===== config.mk =====
export PLATFORM = sky130hd
export DESIGN_NAME = dp_arbiter
export DESIGN_NICKNAME = d
export VERILOG_FILES = /design/src/rtl/dp_arb_pkg.sv /design/src/rtl/arb_hold_timer.sv /design/src/rtl/dp_arbiter.sv
export SDC_FILE = /design/constraint.sdc
export NUM_CORES = 1
export LEC_CHECK = 0
export BUFFER_PORTS_ARGS = -buffer_cell sky130_fd_sc_hd__buf_2
export CAP_MARGIN = 20
export CORE_MARGIN = 3
export CORE_UTILIZATION = 30
export CTS_CLUSTER_DIAMETER = 200
export DETAILED_ROUTE_END_ITERATION = 16
export HOLD_SLACK_MARGIN = 0.03
export PLACE_DENSITY = 0.84
export SETUP_SLACK_MARGIN = 0.2
export SLEW_MARGIN = 15
export SYNTH_ARGS = -nofsm -noshare
export SYNTH_HDL_FRONTEND = slang
export SYNTH_HIERARCHICAL = 1
export SYNTH_SLANG_ARGS = --single-unit

===== constraint.sdc =====
create_clock -name clk -period 1.2 [get_ports clk]
set_input_delay 0.06 -clock clk [delete_from_list [all_inputs] [get_ports clk]]
set_output_delay 0.06 -clock clk [all_outputs]
set_load 0.005 [all_outputs]

===== src/rtl/dp_arb_pkg.sv =====
// Shared definitions for the datapath arbiter: FSM state encodings,
// requester indices and control-word bit positions.
package dp_arb_pkg;

    typedef enum logic [1:0] {
        IDLE    = 2'd0,
        GRANT   = 2'd1,
        RELEASE = 2'd2
    } state_t;

    localparam int unsigned REQ_W  = 3;
    localparam int unsigned CW_W   = 8;
    localparam int unsigned HOLD_W = 8;

    // Requester indices (bit positions in req/gnt)
    localparam int unsigned REQ_UPD = 0;
    localparam int unsigned REQ_CMP = 1;
    localparam int unsigned REQ_SET = 2;

    // Control-word layout {s[1:0],Kc,Er,Lr,Ea,Lb,La}
    localparam int unsigned CW_LA   = 0;
    localparam int unsigned CW_LB   = 1;
    localparam int unsigned CW_EA   = 2;
    localparam int unsigned CW_LR   = 3;
    localparam int unsigned CW_ER   = 4;
    localparam int unsigned CW_KC   = 5;
    localparam int unsigned CW_S_LO = 6;
    localparam int unsigned CW_S_HI = 7;

endpackage


===== src/rtl/arb_hold_timer.sv =====
// Grant hold timer: counts GRANT cycles and flags the last permitted one.
//   clk, rst  : clock, async active-high reset
//   en        : high while a grant is held; low clears the count
//   expire_c  : combinational, high during the HOLD_MAX-th GRANT cycle
module arb_hold_timer
    import dp_arb_pkg::*;
#(
    parameter int unsigned HOLD_MAX = 64
) (
    input  logic clk,
    input  logic rst,
    input  logic en,
    output logic expire_c
);

    localparam logic [HOLD_W-1:0] LAST = HOLD_W'(HOLD_MAX - 1);

    logic [HOLD_W-1:0] count;

    // Clearing whenever idle guarantees a zero count on entry to GRANT
    always_ff @(posedge clk or posedge rst) begin
        if (rst) begin
            count <= '0;
        end else if (en) begin
            count <= count + HOLD_W'(1);
        end else begin
            count <= '0;
        end
    end

    assign expire_c = en && (count == LAST);

endmodule


===== src/rtl/dp_arbiter.sv =====
// Arbitrates the shared ALU/register datapath between the time-update,
// timer-compare and timer-set controllers, with a one-cycle turnaround
// between owners. Time update has fixed top priority; compare and set
// rotate. Optional grant hold timeout: define DP_ARB_TIMEOUT_EN.
//   clk, rst           : clock, async active-high reset
//   req[2:0]           : requests {set, compare, update}
//   cw0, cw1, cw2      : control words of the three requesters
//   gnt[2:0]           : one-hot registered grant
//   La,Lb,Ea,Lr,Er,Kc,s: granted control word (combinational mux, 0 if none)
//   busy               : any grant active
//   timeout            : one-cycle pulse when the hold timer revokes a grant
module dp_arbiter
    import dp_arb_pkg::*;
#(
    parameter int unsigned HOLD_MAX = 64
) (
    input  logic       clk,
    input  logic       rst,
    input  logic [2:0] req,
    input  logic [7:0] cw0,
    input  logic [7:0] cw1,
    input  logic [7:0] cw2,
    output logic [2:0] gnt,
    output logic       La,
    output logic       Lb,
    output logic       Ea,
    output logic       Lr,
    output logic       Er,
    output logic       Kc,
    output logic [1:0] s,
    output logic       busy,
    output logic       timeout
);

    if (HOLD_MAX < 2 || HOLD_MAX > 255) begin : g_bad_hold_max
        $error("dp_arbiter: HOLD_MAX must be in 2..255");
    end

    state_t          state, state_next;
    logic [REQ_W-1:0] gnt_next;
    logic [REQ_W-1:0] eligible;
    logic [REQ_W-1:0] winner;
    logic             fav_set, fav_set_next;  // 1: timer set wins a compare/set tie
    logic             expire;
    logic [CW_W-1:0]  cw_sel;

`ifdef DP_ARB_TIMEOUT_EN
    logic [REQ_W-1:0] mask, mask_next;
    logic             hold_en;

    assign hold_en = (state == GRANT);

    arb_hold_timer #(.HOLD_MAX(HOLD_MAX)) u_hold_timer (
        .clk      (clk),
        .rst      (rst),
        .en       (hold_en),
        .expire_c (expire)
    );

    // A revoked owner stays masked until it has dropped req at an edge
    always_comb begin
        mask_next = (mask | (expire ? gnt : 3'b000)) & req;
    end

    always_ff @(posedge clk or posedge rst) begin
        if (rst) begin
            mask    <= '0;
            timeout <= 1'b0;
        end else begin
            mask    <= mask_next;
            timeout <= expire;
        end
    end

    assign eligible = req & ~mask;
`else
    assign expire   = 1'b0;
    assign timeout  = 1'b0;
    assign eligible = req;
`endif

    // Fixed priority for update, rotating tie-break between compare and set
    always_comb begin
        winner = '0;
        if (eligible[REQ_UPD]) begin
            winner[REQ_UPD] = 1'b1;
        end else if (eligible[REQ_CMP] && (!eligible[REQ_SET] || !fav_set)) begin
            winner[REQ_CMP] = 1'b1;
        end else if (eligible[REQ_SET]) begin
            winner[REQ_SET] = 1'b1;
        end
    end

    always_ff @(posedge clk or posedge rst) begin
        if (rst) begin
            state   <= IDLE;
            gnt     <= '0;
            fav_set <= 1'b0;
        end else begin
            state   <= state_next;
            gnt     <= gnt_next;
            fav_set <= fav_set_next;
        end
    end

    // Next-state / grant logic
    always_comb begin
        state_next   = state;
        gnt_next     = gnt;
        fav_set_next = fav_set;
        case (state)
            IDLE, RELEASE: begin
                if (|eligible) begin
                    state_next = GRANT;
                    gnt_next   = winner;
                    if (winner[REQ_CMP]) begin
                        fav_set_next = 1'b1;
                    end else if (winner[REQ_SET]) begin
                        fav_set_next = 1'b0;
                    end
                end else begin
                    state_next = IDLE;
                    gnt_next   = '0;
                end
            end
            GRANT: begin
                if (!(|(req & gnt)) || expire) begin
                    state_next = RELEASE;
                    gnt_next   = '0;
                end
            end
            default: begin
                state_next = IDLE;
                gnt_next   = '0;
            end
        endcase
    end

    // One-hot AND-OR mux; zero when no grant is held
    always_comb begin
        cw_sel = ({CW_W{gnt[REQ_UPD]}} & cw0)
               | ({CW_W{gnt[REQ_CMP]}} & cw1)
               | ({CW_W{gnt[REQ_SET]}} & cw2);
    end

    assign La   = cw_sel[CW_LA];
    assign Lb   = cw_sel[CW_LB];
    assign Ea   = cw_sel[CW_EA];
    assign Lr   = cw_sel[CW_LR];
    assign Er   = cw_sel[CW_ER];
    assign Kc   = cw_sel[CW_KC];
    assign s    = cw_sel[CW_S_HI:CW_S_LO];
    assign busy = |gnt;

endmodule


==> flow_metrics.env, run 1 <==
export IMPL_n_antenna_cell=0
export IMPL_syn_to_final_growth_pct=86.5
export IMPL_setup_tns_final_ps=-1880
export IMPL_clk_latency_ps=240
export IMPL_violations="negative setup slack"
export IMPL_nets=129
export IMPL_syn_inst=48
export IMPL_fmax_ghz=0.717
export IMPL_path_cells="buf_6 -> a222oi_1 -> inv_1 -> buf_2"
export IMPL_cts_buffer_depth=2
export IMPL_grtUsageMet1_pct=17.7
export IMPL_crit_required_ps=1140
export IMPL_start_util_pct=34.8
export IMPL_final_hold_violation_count=0
export IMPL_cts_root_buf="clkbuf_4"
export IMPL_dp_hpwl_um=1130
export IMPL_first_iter_violations=46
export IMPL_grt_busiest_layer="met2"
export IMPL_cts_sinks=6
export IMPL_drv_slew=0
export IMPL_gp_congestion=0.867
export IMPL_multiInputGateArea_um2=221
export IMPL_place_area_um2=651
export IMPL_min_path_type="in -> reg"
export IMPL_cp_end_kind="primary output"
export IMPL_final_cells=112
export IMPL_critical_path_max_stage_delay_ps=390
export IMPL_path_clk_slew_ps=50
export IMPL_wire_per_inst_um=14.8
export IMPL_status="finished with violations"
export IMPL_ir_drop_v=0.00103
export IMPL_start_kind="flip-flop"
export IMPL_syn_area_um2=418
export IMPL_period_minus_slack_ps=1390
export IMPL_port_buffers=40
export IMPL_grt_use_total_pct=18.1
export IMPL_synth_top_area_cell="dfrtp_1"
export IMPL_grtUsageMet3_pct=6.36
export IMPL_criticalPathCategory="reg -> out"
export IMPL_synth_fp_nets=77
export IMPL_vias=601
export IMPL_avgSynthCellArea_um2=8.71
export IMPL_powerDensity_nw_per_um2=1660
export IMPL_drcViolationCount=0
export IMPL_grt_overflow_total=0
export IMPL_vias_per_cell=5.37
export IMPL_crit_arrival_ps=1330
export IMPL_ff2ff_setup_slack_ps=-150
export IMPL_cap_violations=0
export IMPL_htreeDepth=1
export IMPL_grt_pass1_wl_um=2620
export IMPL_dieArea_um2=1880
export IMPL_dr_pass1_iters=4
export IMPL_period_share_pct=116
export IMPL_grt_setup_unrepaired="true"
export IMPL_antenna_found_initial=0
export IMPL_synth_area_leaders="dfrtp_1 36%, a222oi_1 22%, inv_1 8.1%, clkbuf_1 3.6%, nand2_1 2.7%"
export IMPL_grt_pass1_vias=640
export IMPL_crit_slowest_cell="dfrtp_1"
export IMPL_r2r_start="gnt[1]"
export IMPL_cp_max_fo=11
export IMPL_die_w_um=43.3
export IMPL_dpl_cell_count=102
export IMPL_totalWireLength_um=1660
export IMPL_ios=42
export IMPL_leakage_nw=0.461
export IMPL_yosysUniqueCellTypes=21
export IMPL_seq_area_frac_synth_pct=35.9
export IMPL_critical_path_buf_inv_count=3
export IMPL_cts_tree="done"
export IMPL_use_met2_pct=31.3
export IMPL_yosysTopAreaCellShare_pct=35.9
export IMPL_hold_start="req[1]"
export IMPL_ff_latch_area_um2=150
export IMPL_yosys_warnings=6
export IMPL_placementRows=12
export IMPL_critPathTopFamily="flip-flops"
export IMPL_setup_viol_count_final=13
export IMPL_synth_seq_cells=6
export IMPL_final_area_um2=779
export IMPL_drive_above_1_share_pct=59.2
export IMPL_fill_cells=104
export IMPL_die_h_um=43.3
export IMPL_startpoint="gnt[0]"
export IMPL_fin_skew_ps=4.64
export IMPL_ant_nets=0
export IMPL_final_setup_worst_slack_ps=-195
export IMPL_cts_buffers=3
export IMPL_coreArea_um2=1200
export IMPL_grt_max_degree=13
-- worst register-to-register path, delay by kind of cell, from the launching register on --
kind	cells	cell delay, ps
buffers and inverters	1	140
flip-flops	1	410
AO/OA/AOI/OAI	2	570
AND/OR/NAND/NOR	1	120
-- what timing repair did --
action,in CTS,in global routing
buffers inserted,3,1
endpoints found under the hold margin,6,0
pin swaps,17,5
hold buffers,1,0
setup endpoints to repair,15,18
cloned,1,1
gates resized for setup,10,4
-- per-layer routing --
layer  routed length, um  vias to the layer above
met2                 904                       33
met5                   0                        -
met4                  13                        0
met3                 122                        2
li1                    -                      288
met1                 615                      278
-- layout make-up --
cell class	count	share of cell area (%)
clock buffer	3	2.89
inverter	9	4.33
multi-input combinational	28	28.4
sequential	6	19.3
tap	14	2.25
timing repair buffer	52	42.9
-- cell usage in the layout, fill, tap and decap left out, drive strengths merged --
cell type	Yosys	final
buf	1	51
a222oi	9	9
inv	9	9
dfrtp	6	6
nand2	3	3
clkbuf	4	3
nor2	2	2
or3b	1	1
o21ai	1	1
and3b	1	1
a21boi	1	1
o32ai	1	1
nor2b	1	1
a31o	1	1
or3	1	1
a32o	1	1
nor3	1	1
a22o	1	1
a22oi	1	1
o22ai	1	1
conb	1	1
dlygate4sd3	0	1
-- kinds of logic (layout without fill, tap and decap cells) --
group / after synthesis / count (layout) / share of synthesized area [%]
buf+inv: 14 / 64 / 13.5
compound gates: 17 / 17 / 36.5
other cells: 1 / 1 / 0.897
simple gates: 10 / 10 / 13.2
flops: 6 / 6 / 35.9
-- flip-flops by register name, summed over array words and instances, names as in the netlist --
name	cells
fav_set	1
gnt	3
state	2
-- final timing paths --
check / depth (start not counted) / to
min: 3 / fav_set
min reg2reg: 1 / fav_set
min in group asynchronous: 3 / gnt[1]
max: 4 / Kc
max reg2reg: 4 / gnt[1]
max in group asynchronous: 3 / state[0]
-- metrics by stage --
step	power (mW)	setup WS [ps]	util (%)	hold slack, ps
after floorplan	0.693	-48.3	-	-149
after global placement	0.928	14.2	54.2	-25.4
after detailed placement	0.957	-23.7	54.2	-21.5
after CTS	1.25	-194	62.5	89.8
after global routing	1.40	-311	64.9	126
final	1.30	-195	64.9	107
-- where the power goes --
part / internal, mW / switching (mW) / total (mW) / leakage, nW
registers: 0.275 / 0.0598 / 0.334 / 0.0766
clock network: 0.113 / 0.0720 / 0.185 / 0.0138
logic: 0.435 / 0.340 / 0.776 / 0.370
total: 0.823 / 0.472 / 1.30 / 0.461
-- cells in the mapped netlist --
| master | instances |
|---|---|
| a222oi_1 | 9 |
| inv_1 | 9 |
| dfrtp_1 | 6 |
| clkbuf_1 | 4 |
| nand2_1 | 3 |
| nor2_1 | 2 |
| a21boi_0 | 1 |
| a22o_1 | 1 |
| a22oi_1 | 1 |
| a31o_2 | 1 |
| a32o_1 | 1 |
| and3b_2 | 1 |
| buf_4 | 1 |
| conb_1 | 1 |
| nor2b_1 | 1 |
| nor3_1 | 1 |
| o21ai_0 | 1 |
| o22ai_1 | 1 |
| o32ai_1 | 1 |
| or3_1 | 1 |
| or3b_1 | 1 |
Note: power is estimated with default switching activity, not from simulation.
==> run 2, diff against run 1 <==
--- a/config.mk
+++ b/config.mk
@@ -12,7 +12,7 @@
 export CTS_CLUSTER_DIAMETER = 200
 export DETAILED_ROUTE_END_ITERATION = 16
 export HOLD_SLACK_MARGIN = 0.03
-export PLACE_DENSITY = 0.84
+export PLACE_DENSITY = 0.72
 export SETUP_SLACK_MARGIN = 0.2
 export SLEW_MARGIN = 15
 export SYNTH_ARGS = -nofsm -noshare
==> run 2 against run 1 <==
The flow still finishes with violations (negative setup slack). Global-route usage decreased by 2.7 points. Sequential cell count stayed put. Critical path depth is the same. Clock power fell by 4%. Register-to-register slack improved by 70 ps. Combinational power shrank 7.7%. Final cell count down 0.89%. Total power down 5.2%. Non-clock buffer count shrank 1. Core utilization down 2.7 points.
==> flow_metrics.env, run 2 (same netlist as run 1, synthesis figures left out) <==
export IMPL_status="finished with violations"
export IMPL_violations="negative setup slack"
export IMPL_totalWireLength_um=1510
export IMPL_final_cells=111
export IMPL_cts_buffer_depth=2
export IMPL_drcViolationCount=0
export IMPL_die_w_um=43.3
export IMPL_holdPathStages=3
export IMPL_criticalPathCategory="reg -> out"
export IMPL_crit_required_ps=1140
export IMPL_grt_pass1_wl_um=2250
export IMPL_dieArea_um2=1880
export IMPL_rr_worst_depth=4
export IMPL_wire_per_inst_um=13.6
export IMPL_port_buffers=40
export IMPL_ios=42
export IMPL_fmax_ghz=0.748
export IMPL_critical_path_max_stage_delay_ps=380
export IMPL_n_antenna_cell=0
export IMPL_powerDensity_nw_per_um2=1640
export IMPL_cts_buffers=3
export IMPL_path_clk_slew_ps=40
export IMPL_gp_congestion=0.781
export IMPL_path_cells="buf_6 -> a222oi_1 -> inv_1 -> buf_2"
export IMPL_cts_tree="done"
export IMPL_antenna_found_initial=0
export IMPL_dpl_cell_count=102
export IMPL_period_minus_slack_ps=1340
export IMPL_grt_pass1_vias=500
export IMPL_crit_arrival_ps=1280
export IMPL_start_kind="flip-flop"
export IMPL_syn_to_final_growth_pct=78.7
export IMPL_dr_pass1_iters=5
export IMPL_largest_reg_flops=3
export IMPL_placementRows=12
export IMPL_cp_max_fo=11
export IMPL_fin_skew_ps=3.36
export IMPL_coreArea_um2=1200
export IMPL_mostFrequentLayoutCell="buf_2"
export IMPL_grt_max_degree=13
export IMPL_nets=128
export IMPL_vias_per_cell=5.29
export IMPL_min_path_type="in -> reg"
export IMPL_die_h_um=43.3
export IMPL_leakage_nw=0.452
export IMPL_final_setup_worst_slack_ps=-137
export IMPL_ir_drop_v=0.00102
export IMPL_clk_latency_ps=240
export IMPL_htreeDepth=1
export IMPL_cp_end_kind="primary output"
export IMPL_grt_setup_unrepaired="true"
export IMPL_ant_nets=0
export IMPL_cts_sinks=6
export IMPL_finalPower_mw=1.23
export IMPL_top_register="gnt"
export IMPL_grt_use_total_pct=15.4
export IMPL_vias=587
export IMPL_crit_slowest_cell="dfrtp_1"
export IMPL_multiInputGateArea_um2=221
export IMPL_setup_viol_count_final=12
export IMPL_setup_tns_final_ps=-1200
export IMPL_fill_cells=111
export IMPL_start_util_pct=34.8
export IMPL_drive_above_1_share_pct=58.8
export IMPL_final_hold_violation_count=0
export IMPL_ff_latch_area_um2=150
export IMPL_reg_top3="gnt: 3 flops, state: 2 flops, fav_set: 1 flops"
export IMPL_dp_hpwl_um=1060
export IMPL_drv_slew=0
export IMPL_first_iter_violations=38
export IMPL_final_cell_mix="41 x buf_2, 9 x a222oi_1, 9 x inv_1"
export IMPL_period_share_pct=111
export IMPL_grt_overflow_total=0
export IMPL_cts_root_buf="clkbuf_4"
export IMPL_cap_violations=0
==> run 2: final cells by class <==
cell class	count	area share, %
Clock buffer	3	3.02
Inverter	9	4.52
Multi-Input combinational cell	28	29.6
Sequential cell	6	20.1
Tap cell	14	2.35
Timing Repair Buffer	51	40.4
==> run 2: repair_timing <==
| item | 4_1_cts | 5_1_grt |
|---|---|---|
| gates cloned | 1 | 0 |
| gates resized for setup | 6 | 2 |
| hold endpoints to repair | 6 | 0 |
| hold buffers | 1 | 0 |
| pin swaps | 17 | 5 |
| endpoints found under the setup margin | 15 | 16 |
| buffers inserted | 3 | 1 |
==> run 2: critical path: cells and delay by family, from the launching register on <==
family	cells	cell delay, ps
compound gates	1	320
buf+inv	3	350
flops	1	380
==> run 2: routing by layer <==
layer	global-route usage (%)	part of all wire (%)
met5	0	0
met4	3.61	0.33
met3	3.81	5.7
met2	26.8	53
met1	18.7	41
==> run 2: through the flow <==
step	worst slack (ps)	hold WS (ps)	area (um^2)	util, %
3_3_place_gp	4.49	-18.9	651	54.2
6_report	-137	105	747	62.2
4_1_cts	-150	94.4	732	60.9
5_1_grt	-248	103	747	62.2
2_1_floorplan	-48.3	-149	429	-
3_5_place_dp	-9.50	-16.1	651	54.2
==> run 2: path summary, 6_finish.rpt <==
check / start / endpoint / slack [ps]
max: gnt[0] / s[1] / -140
min: req[1] / fav_set / 110
max reg2reg: gnt[2] / gnt[0] / -80
min reg2reg: fav_set / fav_set / 470
max in group asynchronous: rst / gnt[0] / 730
min in group asynchronous: rst / fav_set / 270
==> run 2: report_power, final <==
part | leakage (nW) | internal (mW) | switching, mW
clock | 0.0138 | 0.113 | 0.0657
sequential | 0.0766 | 0.275 | 0.0587
combinational | 0.361 | 0.398 | 0.318
total | 0.452 | 0.786 | 0.442
==> run 3, diff against run 2 <==
--- a/config.mk
+++ b/config.mk
@@ -12,7 +12,7 @@
 export CTS_CLUSTER_DIAMETER = 200
 export DETAILED_ROUTE_END_ITERATION = 16
 export HOLD_SLACK_MARGIN = 0.03
-export PLACE_DENSITY = 0.72
+export PLACE_DENSITY_LB_ADDON = 0.25
 export SETUP_SLACK_MARGIN = 0.2
 export SLEW_MARGIN = 15
 export SYNTH_ARGS = -nofsm -noshare
==> constraint.sdc (replaced) <==
create_clock -name clk -period 1.2 [get_ports clk]
set_input_delay 0.24 -clock clk [delete_from_list [all_inputs] [get_ports clk]]
set_output_delay 0.24 -clock clk [all_outputs]
set_load 0.005 [all_outputs]
==> run 3 against run 2 <==
The run still ends with negative setup slack left. Register-to-register slack worse by 140 ps. Hold slack better by 290 ps. Via count grew 4.4%. Combinational power up 17%. Total power up 12%. Wire length is 10% higher. Design area grew 13%. Non-clock buffer count up 7. Sequential share of layout area shrank 2.2 points. Clock power increased by 6%. Sequential power rose by 5%. Core utilization rose by 8.3 points.
==> flow_metrics.env, run 3 (same netlist as run 1, synthesis figures left out) <==
export IMPL_status="finished with violations"
export IMPL_violations="negative setup slack"
export IMPL_crit_required_ps=960
export IMPL_period_minus_slack_ps=1600
export IMPL_netSwitchingPower_mw=0.498
export IMPL_die_h_um=43.3
export IMPL_final_hold_violation_count=0
export IMPL_cts_tree="done"
export IMPL_multiInputGateArea_um2=235
export IMPL_min_path_type="in -> reg"
export IMPL_period_share_pct=133
export IMPL_r2r_start="gnt[2]"
export IMPL_dr_pass1_iters=4
export IMPL_htreeDepth=1
export IMPL_coreArea_um2=1200
export IMPL_seq_power_share_pct=25.4
export IMPL_cts_buffer_depth=2
export IMPL_nets=135
export IMPL_leakage_nw=0.493
export IMPL_holdPathStages=3
export IMPL_grt_use_total_pct=17.5
export IMPL_criticalPathCategory="reg -> out"
export IMPL_timing_rr_end="gnt[1]"
export IMPL_ff_latch_area_um2=151
export IMPL_die_w_um=43.3
export IMPL_cp_max_fo=7
export IMPL_cts_buffers=3
export IMPL_syn_to_final_growth_pct=103
export IMPL_ios=42
export IMPL_grt_pass1_vias=600
export IMPL_powerDensity_nw_per_um2=1630
export IMPL_wire_per_inst_um=14.1
export IMPL_antenna_found_initial=0
export IMPL_final_cell_mix="37 x buf_2, 11 x buf_6, 9 x a222oi_1, 9 x inv_1, 9 x buf_4"
export IMPL_ir_drop_v=0.00105
export IMPL_crit_arrival_ps=1360
export IMPL_vias_per_cell=5.19
export IMPL_gp_congestion=0.842
export IMPL_power_frac_comb_pct=60.9
export IMPL_ff2ff_setup_slack_ps=-220
export IMPL_placementRows=12
export IMPL_power_internal_mw=0.882
export IMPL_largest_reg_flops=3
export IMPL_pwr_share_clk_pct=13.7
export IMPL_port_buffers=40
export IMPL_vias=613
export IMPL_setup_viol_count_final=15
export IMPL_grt_setup_unrepaired="true"
export IMPL_top_register="gnt"
export IMPL_first_iter_violations=25
export IMPL_drv_slew=0
export IMPL_n_antenna_cell=0
export IMPL_reg_top3="gnt: 3 flops, state: 2 flops, fav_set: 1 flops"
export IMPL_path_clk_slew_ps=50
export IMPL_rr_worst_depth=4
export IMPL_min_to="gnt[0]"
export IMPL_drive_above_1_share_pct=66.3
export IMPL_start_util_pct=34.8
export IMPL_fill_cells=101
export IMPL_dp_slack_ps=-129
export IMPL_switching_share_pct=36.1
export IMPL_drcViolationCount=0
export IMPL_cp_end_kind="primary output"
export IMPL_dp_hpwl_um=1210
export IMPL_final_setup_worst_slack_ps=-396
export IMPL_dieArea_um2=1880
export IMPL_cts_sinks=6
export IMPL_ant_nets=0
export IMPL_clk_latency_ps=250
export IMPL_fmax_ghz=0.627
export IMPL_mostFrequentLayoutCell="buf_2"
export IMPL_grt_pass1_wl_um=2490
export IMPL_setup_tns_final_ps=-4040
export IMPL_grt_overflow_total=0
export IMPL_grt_max_degree=9
export IMPL_start_kind="flip-flop"
export IMPL_cts_root_buf="clkbuf_4"
export IMPL_fin_skew_ps=2.74
export IMPL_hold_start="req[0]"
export IMPL_cap_violations=0
export IMPL_totalWireLength_um=1660
==> run 3: worst max-delay path by stage <==
stage,from,to,slack [ps]
after floorplan,gnt[0],gnt[1],-50
after CTS,gnt[0],s[0],-380
after global placement,gnt[0],Er,-80
after global routing,gnt[0],s[0],-470
after detailed placement,gnt[0],s[0],-130
final,gnt[0],s[0],-400
==> run 3: final cells by class <==
type | count | area share, %
Clock buffer | 3 | 2.66
Inverter | 9 | 3.99
Multi-Input combinational cell | 28 | 27.8
Sequential cell | 6 | 17.9
Tap cell | 14 | 2.07
Timing Repair Buffer | 58 | 45.6
==> run 3: worst max-delay path, stage by stage, from the launching register on <==
cell and delay (ps):
dfrtp_1 410, buf_6 150, a222oi_1 330, inv_1 80, buf_2 140
==> run 3: timing repair <==
action	4_1_cts	5_1_grt
resized for setup	10	9
hold buffers	1	0
pin swaps	10	4
setup endpoints to repair	18	18
endpoints found under the hold margin	6	0
setup buffers	0	3
==> run 3: layer usage <==
layer	share of wire [%]	vias to the layer above	track usage (%)
met5	0	-	0
met4	0.72	0	10.8
met3	8.3	2	4.24
met2	52	30	29.5
met1	39	283	19.4
li1	-	298	-
==> run 3: power by group through the flow <==
stage / Combinational [mW] / Sequential [mW] / Clock [mW]
2_1_floorplan: 0.389 / 0.322 / 0
3_3_place_gp: 0.670 / 0.330 / 0
3_5_place_dp: 0.687 / 0.333 / 0
4_1_cts: 0.740 / 0.340 / 0.196
5_1_grt: 0.916 / 0.361 / 0.212
6_report: 0.841 / 0.351 / 0.189
==> run 3: metrics by stage <==
| stage | std cells | power (mW) | hold slack [ps] | cell area, um^2 | util [%] |
|---|---|---|---|---|---|
| 6_report | 118 | 1.38 | 396 | 847 | 70.5 |
| 5_1_grt | 118 | 1.49 | 416 | 847 | 70.5 |
| 4_1_cts | 115 | 1.28 | 376 | 790 | 65.7 |
| 3_5_place_dp | 111 | 1.02 | 160 | 718 | 59.8 |
| 3_3_place_gp | 111 | 1.00 | 162 | 718 | 59.8 |
| 2_1_floorplan | 48 | 0.711 | 31.0 | 443 | - |
